File: config.mk
export PLATFORM = sky130hd
export DESIGN_NAME = fetch_unit
export DESIGN_NICKNAME = d
export VERILOG_FILES = /design/src/rtl/fetch_unit.sv
export SDC_FILE = /design/constraint.sdc
export NUM_CORES = 1
export LEC_CHECK = 0
export BUFFER_PORTS_ARGS = -buffer_cell sky130_fd_sc_hd__buf_2
export CAP_MARGIN = 20
export CELL_PAD_IN_SITES_DETAIL_PLACEMENT = 1
export CELL_PAD_IN_SITES_GLOBAL_PLACEMENT = 2
export CORE_MARGIN = 8
export CORE_UTILIZATION = 30
export CTS_BUF_LIST = sky130_fd_sc_hd__clkbuf_4 sky130_fd_sc_hd__clkbuf_8 sky130_fd_sc_hd__clkbuf_16
export DETAILED_ROUTE_END_ITERATION = 8
export PLACE_DENSITY = 0.93
export SYNTH_ARGS = -nofsm -noshare
export SYNTH_HDL_FRONTEND = slang
export SYNTH_SLANG_ARGS = --single-unit
File: constraint.sdc
create_clock -name clk -period 2.8 [get_ports clk]
set_input_delay 0.14 -clock clk [delete_from_list [all_inputs] [get_ports clk]]
set_output_delay 0.14 -clock clk [all_outputs]
set_load 0.05 [all_outputs]
File: src/rtl/fetch_unit.sv
// JOF32 instruction fetch stage: owns the PC, drives the synchronous instruction
// memory and holds the IF/ID register, with stall, redirect flush and HALT.
module fetch_unit #(
  parameter logic [9:0]  RESET_PC = 10'd0,
  parameter logic [31:0] NOP_WORD = 32'h0000_0000,
  parameter logic [4:0]  HALT_OP  = 5'b11111
) (
  input  logic        clk,
  input  logic        rst,
  input  logic        stall,
  input  logic        redirect,
  input  logic [9:0]  pc_address,
  output logic [9:0]  imem_addr,
  input  logic [31:0] imem_data,
  output logic [31:0] instruction,
  output logic [9:0]  pc_out,
  output logic        valid,
  output logic        halted,
  output logic [31:0] fetch_count
);

  localparam logic [0:0] ST_RUN  = 1'b0;
  localparam logic [0:0] ST_HALT = 1'b1;

  logic [9:0]  pc_q, pc_d;
  logic [31:0] instr_q, instr_d;
  logic [9:0]  pc_out_q, pc_out_d;
  logic        valid_q, valid_d;
  logic [0:0]  state_q, state_d;
  logic [31:0] count_q, count_d;
  logic        is_halt_op;

  assign is_halt_op = (imem_data[31:27] == HALT_OP);

  // Next-state selection; priority is reset, stall, redirect, then FSM state.
  always_comb begin
    pc_d     = pc_q;
    instr_d  = instr_q;
    pc_out_d = pc_out_q;
    valid_d  = valid_q;
    state_d  = state_q;
    count_d  = count_q;
    if (rst) begin
      pc_d     = RESET_PC;
      instr_d  = NOP_WORD;
      pc_out_d = 10'd0;
      valid_d  = 1'b0;
      state_d  = ST_RUN;
      count_d  = 32'd0;
    end else if (stall) begin
      pc_d = pc_q;
    end else if (redirect) begin
      pc_d     = pc_address;
      instr_d  = NOP_WORD;
      pc_out_d = 10'd0;
      valid_d  = 1'b0;
      state_d  = ST_RUN;
    end else begin
      case (state_q)
        ST_RUN: begin
          instr_d  = imem_data;
          pc_out_d = pc_q;
          valid_d  = 1'b1;
          count_d  = count_q + 32'd1;
          if (is_halt_op) begin
            state_d = ST_HALT;
            pc_d    = pc_q;
          end else begin
            state_d = ST_RUN;
            pc_d    = pc_q + 10'd1;
          end
        end
        ST_HALT: begin
          pc_d     = pc_q;
          instr_d  = NOP_WORD;
          pc_out_d = 10'd0;
          valid_d  = 1'b0;
        end
        default: begin
          state_d = ST_RUN;
          pc_d    = pc_q;
        end
      endcase
    end
  end

  // State registers with synchronous reset.
  always_ff @(posedge clk) begin
    if (rst) begin
      pc_q     <= RESET_PC;
      instr_q  <= NOP_WORD;
      pc_out_q <= 10'd0;
      valid_q  <= 1'b0;
      state_q  <= ST_RUN;
      count_q  <= 32'd0;
    end else begin
      pc_q     <= pc_d;
      instr_q  <= instr_d;
      pc_out_q <= pc_out_d;
      valid_q  <= valid_d;
      state_q  <= state_d;
      count_q  <= count_d;
    end
  end

  // Memory address is the next PC so read data lines up with pc_q after each edge.
  assign imem_addr   = pc_d;
  assign instruction = instr_q;
  assign pc_out      = pc_out_q;
  assign valid       = valid_q;
  assign halted      = (state_q == ST_HALT);
  assign fetch_count = count_q;

endmodule

==> reports/summary.txt, run 1 <==
area leader, netlist -> dfxtp_1
Vias/cell -> 5.33
complex-gate fraction of the synthesized area -> 25.0%
vias in the first global route -> 3,983
All-Layer GR Usage -> 15.2%
setup TNS -> 0 ns
post_cts resized -> 0
most frequent cells in the layout -> buf_2 (131), dfxtp_1 (86), nor2_1 (57), a22oi_1 (48), a21oi_1 (27)
Die ar. -> 0.0162 mm²
Hold Startpoint -> imem_data[6]
total number of vias -> 3,771
Layout Nets -> 582
Worst Skew -> 0.00446 ns
CP max-delay cell -> or4b_2
CTS tree -> yes
Final Setup Violations -> 0
register bit total from synthesis -> 86
input/output buffers -> 131
P_leak -> 1.98 nW
Worst-Margin Slew -> 0.557 ns
crit path DAT -> 2.35 ns
Clock power frac -> 43.6%
Sink Count -> 86
Post-synth EDFFs -> 0
Crit Path Max Fanout -> 7
top cell type's share of synthesized area -> 46.4%
RR Startpoint -> halted$_SDFFE_PP0N_
Clock Tree Root -> clkbuf_16
mux contribution to synthesized area -> 0.540%
Critical Path Sink Type -> output port
DRC Markers -> 0
P_sw -> 0.000768 W
Syn-to-layout area delta -> 30.2%
Critical Path, Cell by Cell -> nand2b_1 -> a211oi_1 -> or4b_2 -> a31oi_1 -> buf_2
Int Pwr -> 0.00212 W
I/O pins -> 132
CP Class -> reg2out
Synth Cell Area -> 0.00371 mm²
Yosys Warn Count -> 0
worst endpoint required time -> 2.66 ns
clock-pin slew on the worst setup and hold paths -> 0.06 ns
Max-Cap Viols -> 0
Hold WC Path Type -> in2reg
maximum vdd drop -> 0.258 mV
syn_nets -> 466
Largest stage delay, worst path -> 0.63 ns
Adder-Cell Fraction of Synth Area -> 0.675%
maximum clock rate -> 0.401 GHz
Clock Path Buffers -> 2
core area -> 0.0121 mm²
Max Slew Vio Count -> 0
cts-stage hold buffer count -> 0
Primary FF master, synth -> dfxtp_1
period utilization -> 89.0%
Seq pwr share -> 44.6%
Starting Density -> 30.7%
post-synthesis simple-gate area fraction -> 21.0%
CP Launch Point -> halted$_SDFFE_PP0N_
Sw Ratio -> 26.6%
post-synthesis xor/xnor area fraction -> 2.13%
Die Wd -> 127 µm
GPL Wtd Cong -> 0.816
sequential element share of the synthesized area -> 46.4%
first-pass GRT wire length -> 20.3 mm
Post-CTS Setup Bufs -> 0
RSZ-0062 raised after global routing -> no
Final Hold Vio Count -> 0
DRT iter0 DRCs -> 158
initial antenna violation count -> 0
fraction of layout instances using a drive strength above 1 -> 30.2%
Synth area leaders -> dfxtp_1 (46%), a22oi_1 (9.7%), nor2_1 (5.8%), or4_1 (3.8%), a21oi_1 (3.6%)
cell row count -> 40
HPWL after DPL -> 9.15 mm
post-route ant nets -> 0
Pre-antenna DRT Iters -> 4
Worst slew margin -> 62.7%
Synth async-reset ratio -> 0%
commonest non-fill, non-tap cell in the layout -> buf_2
Unique masters post-synth -> 43
final antenna diode count -> 0
Congestion Overflow GR -> 0
final WL -> 12.4 mm
startpoint class of the critical path -> flop
Wirelength per Cell -> 17.5 µm
min Tclk post-route -> 2.49 ns
largest net degree at the start of global routing -> 45
combinational fraction of design power -> 11.8%
main combinational cell family by area after synthesis -> compound AO/OA/AOI/OAI gates
cell count after synthesis -> 418
clock latency on the worst-skew pair -> 0.34 ns
dpl cell area -> 0.00451 mm²
H-Tree Depth -> 3
final instance area -> 0.00483 mm²
CTS Buf Count -> 9
Syn Area/Cell -> 8.87 µm²
Die Height -> 127 µm
Power Dens Cells -> 598 mW/mm²
status -> complete, no violations
power groups by stage:
stage                     registers, W  clock network [W]  logic, W
after CTS                      0.00129            0.00130  0.000345
after global routing           0.00129            0.00135  0.000368
after floorplan                0.00139                  0  0.000161
after detailed placement       0.00131                  0  0.000345
final                          0.00129            0.00126  0.000342
after global placement         0.00131                  0  0.000336
layout make-up:
| class | count | area [µm²] |
|---|---|---|
| multi-input cells | 291 | 1840 |
| flip-flops and latches | 86 | 1720 |
| inverters | 7 | 26.3 |
| clock inverters | 4 | 51.3 |
| clock buffers | 12 | 267 |
| fillers | 1466 | 7230 |
| well taps | 168 | 210 |
| repair buffers | 139 | 716 |
path summary, 6_finish.rpt:
check                                  to  depth (start not counted)  slack (ns)
min reg2reg  fetch_count[31]$_SDFFE_PP0P_                          2        0.51
max reg2reg  fetch_count[31]$_SDFFE_PP0P_                          5        0.65
max                          imem_addr[5]                          5        0.31
min           instruction[6]$_SDFFE_PP0N_                          3        0.04
Yosys cell counts (all sizes together) (2+ instances only):
cell type,instances
a21oi,27
a22o,2
a22oi,48
a31oi,12
and2,2
and4,8
buf,3
clkbuf,31
dfxtp,86
ha,2
inv,6
mux2i,2
nand2,15
nand3,13
nand4,14
nor2,57
nor4,3
o211ai,5
o21ai,6
o221a,4
o22ai,2
o31a,3
o31ai,16
o32ai,2
or3,7
or4,19
xor2,8
per-stage QoR:
step | total power [W] | instances | utilization [%] | setup WS [ns] | hold slack, ns
6_report | 0.00289 | 707 | 40.0 | 0.309 | 0.0360
5_1_grt | 0.00301 | 707 | 40.0 | 0.164 | 0.0321
3_5_place_dp | 0.00166 | 691 | 37.4 | 0.656 | 0.384
2_1_floorplan | 0.00155 | 418 | - | 0.100 | 0.284
4_1_cts | 0.00293 | 707 | 40.0 | 0.288 | 0.0211
3_3_place_gp | 0.00165 | 691 | 37.4 | 0.655 | 0.370
flip-flops by register name (all words and copies together), names as in the netlist:
register / count
fetch_count: 32
valid: 1
pc_q: 10
halted: 1
instruction: 32
pc_out: 10
per-layer routing:
layer / up-vias / track usage [%] / routed length (µm)
li1: 1820 / - / -
met1: 1847 / 17.3 / 5400
met2: 90 / 25.6 / 5960
met3: 14 / 5.28 / 831
met4: 0 / 6.30 / 206
met5: - / 0 / 0
kinds of logic (layout without fill, tap and decap cells):
| logic type | count (synthesis) | count (layout) |
|---|---|---|
| AO/OA/AOI/OAI | 133 | 133 |
| multiplexers | 2 | 2 |
| AND/OR/NAND/NOR | 145 | 145 |
| adder cells (fa/ha/maj) | 2 | 2 |
| XOR/XNOR | 9 | 9 |
| flip-flops | 86 | 86 |
| buffers and inverters | 41 | 162 |
worst max-delay path, delay by kind of cell, from the launching register on:
kind | cells | cell delay (ns)
and+or+nand+nor | 2 | 0.85
AOI/OAI and AO/OA | 2 | 0.48
DFF | 1 | 0.40
buffers and inverters | 1 | 0.28
No activity file was read; power rests on OpenSTA's default activity.
==> inputs of run 2 (changes only) <==
REMOVE_ABC_BUFFERS = 1   (was default)
SETUP_SLACK_MARGIN = 0.02   (was default)
==> reports/summary.txt, run 2 (synthesis gave the netlist of run 1 again) <==
Vias/cell -> 5.31 (-0.47%)
min Tclk post-route -> 2.58 ns (+0.0901 ns)
Largest stage delay, worst path -> 0.65 ns (+0.02 ns)
core area -> 0.0121 mm² (unchanged)
Hold WC Path Type -> in2reg
vias in the first global route -> 4,021 (+0.95%)
Power Dens Cells -> 638 mW/mm² (+6.6%)
Final Setup Violations -> 0 (unchanged)
RSZ-0062 raised after global routing -> no
Worst Skew -> 0.00757 ns (+0.00311 ns)
Starting Density -> 30.7% (unchanged)
Clock Path Buffers -> 2 (unchanged)
Clock Tree Root -> clkbuf_16
final WL -> 12.3 mm (-0.67%)
P_leak -> 2.00 nW (+1.1%)
Critical Path, Cell by Cell -> nand2b_1 -> a211oi_1 -> or4b_2 -> a31oi_1 -> buf_2
HPWL after DPL -> 8.75 mm (-4.4%)
crit path DAT -> 2.44 ns (+0.09 ns)
CP max-delay cell -> or4b_2
commonest non-fill, non-tap cell in the layout -> buf_2
CP delay by family, top -> simple AND/OR/NAND/NOR gates
Pre-antenna DRT Iters -> 4 (unchanged)
cts-stage hold buffer count -> 0 (unchanged)
DRT iter0 DRCs -> 338 (+110%)
final antenna diode count -> 0 (unchanged)
period utilization -> 92.2% (+3.2 points)
Hold Startpoint -> imem_data[25]
clock-pin slew on the worst setup and hold paths -> 0.06 ns (about the same)
first-pass GRT wire length -> 20.9 mm (+3.0%)
Max Slew Vio Count -> 0 (unchanged)
CTS Buf Count -> 9 (unchanged)
RR Startpoint -> halted$_SDFFE_PP0N_
Worst-Margin Slew -> 0.591 ns (+0.0335 ns)
Congestion Overflow GR -> 0 (unchanged)
Die Wd -> 127 µm (unchanged)
post-route ant nets -> 0 (unchanged)
H-Tree Depth -> 3 (unchanged)
Critical Path Sink Type -> output port
fraction of layout instances using a drive strength above 1 -> 30.1% (-0.13 points)
Wirelength per Cell -> 17.4 µm (-0.53%)
CP Launch Point -> halted$_SDFFE_PP0N_
setup TNS -> 0 ns (unchanged)
initial antenna violation count -> 1 (+1)
total number of vias -> 3,748 (-0.61%)
cell row count -> 40 (unchanged)
Syn-to-layout area delta -> 31.8%
Die ar. -> 0.0162 mm² (unchanged)
GPL Wtd Cong -> 0.760 (-6.9%)
All-Layer GR Usage -> 15.7% (+0.48 points)
worst endpoint required time -> 2.66 ns (about the same)
I/O pins -> 132 (unchanged)
Worst slew margin -> 60.1% (-2.6 points)
Post-CTS Setup Bufs -> 0 (unchanged)
Post-Route Utilization -> 40.5% (+0.49 points)
input/output buffers -> 131 (unchanged)
startpoint class of the critical path -> flop
largest net degree at the start of global routing -> 76 (+69%)
status -> complete, no violations
Buf/Inv on CP -> 1 (unchanged)
Layout Nets -> 581 (-0.17%)
Sink Count -> 86 (unchanged)
most frequent cells in the layout -> buf_2 (131), dfxtp_1 (86), nor2_1 (57), a22oi_1 (48), a21oi_1 (27)
maximum vdd drop -> 0.418 mV (+62%)
maximum clock rate -> 0.387 GHz (-3.5%)
clock latency on the worst-skew pair -> 0.34 ns (about the same)
Final Hold Vio Count -> 0 (unchanged)
CTS tree -> yes
CP Class -> reg2out
Fillers -> 1,448 (-1.2%)
Die Height -> 127 µm (unchanged)
DRC Markers -> 0 (unchanged)
post_cts resized -> 0 (unchanged)
Max-Cap Viols -> 0 (unchanged)
Crit Path Max Fanout -> 7 (unchanged)
run 2: changes by cell type in the layout (fill, tap and decap cells not counted), sizes merged:
cell	delta
bufinv	+3
clkbuf	-2
buf	-1
inv	-1
run 2: final cells by class:
class                      count  area [µm²]  share of cell area [%]
clock buffer                  10         239                    4.89
clock inverter                 6         133                    2.71
inverter                       7        26.3                   0.538
multi-input combinational    291        1840                    37.6
sequential                    86        1720                    35.2
tap                          168         210                    4.30
timing repair buffer         138         721                    14.7
run 2: per-layer routing:
metal / part of all wire (%) / global-route usage (%)
met1: 44 / 18.9
met2: 47 / 25.4
met3: 7.7 / 6.28
met4: 1.2 / 4.48
met5: 0.097 / 0
run 2: final timing paths:
path	endpoint	slack (ns)	cells after the start
worst max-delay path	imem_addr[5]	0.22	5
worst max register to register	fetch_count[20]$_SDFFE_PP0P_	0.66	6
worst min-delay path	instruction[25]$_SDFFE_PP0N_	0.03	3
worst min register to register	fetch_count[31]$_SDFFE_PP0P_	0.49	2
run 2: per-stage QoR:
step | instances | instance area, µm² | setup slack (ns) | hold slack, ns | total power, W
2_1_floorplan | 384 | 3580 | 0.100 | 0.209 | 0.00151
3_3_place_gp | 690 | 4520 | 0.657 | 0.369 | 0.00165
3_5_place_dp | 690 | 4520 | 0.615 | 0.384 | 0.00166
4_1_cts | 706 | 4890 | 0.224 | 0.0165 | 0.00316
5_1_grt | 706 | 4890 | 0.116 | 0.0250 | 0.00325
6_report | 706 | 4890 | 0.219 | 0.0270 | 0.00312
run 2: report_power, final:
part | switching, W | internal, W | total [W]
registers | 0.0000306 | 0.00126 | 0.00129
logic | 0.000245 | 0.0000983 | 0.000343
clock network | 0.000501 | 0.000985 | 0.00149
run 2: worst register-to-register path, cell delays in order (launching register included):
cell and delay (ns):
dfxtp_1 0.40, nor4b_4 0.47, buf_4 0.21, nand4_1 0.09, buf_4 0.20, or4_1 0.51
a21oi_1 0.18
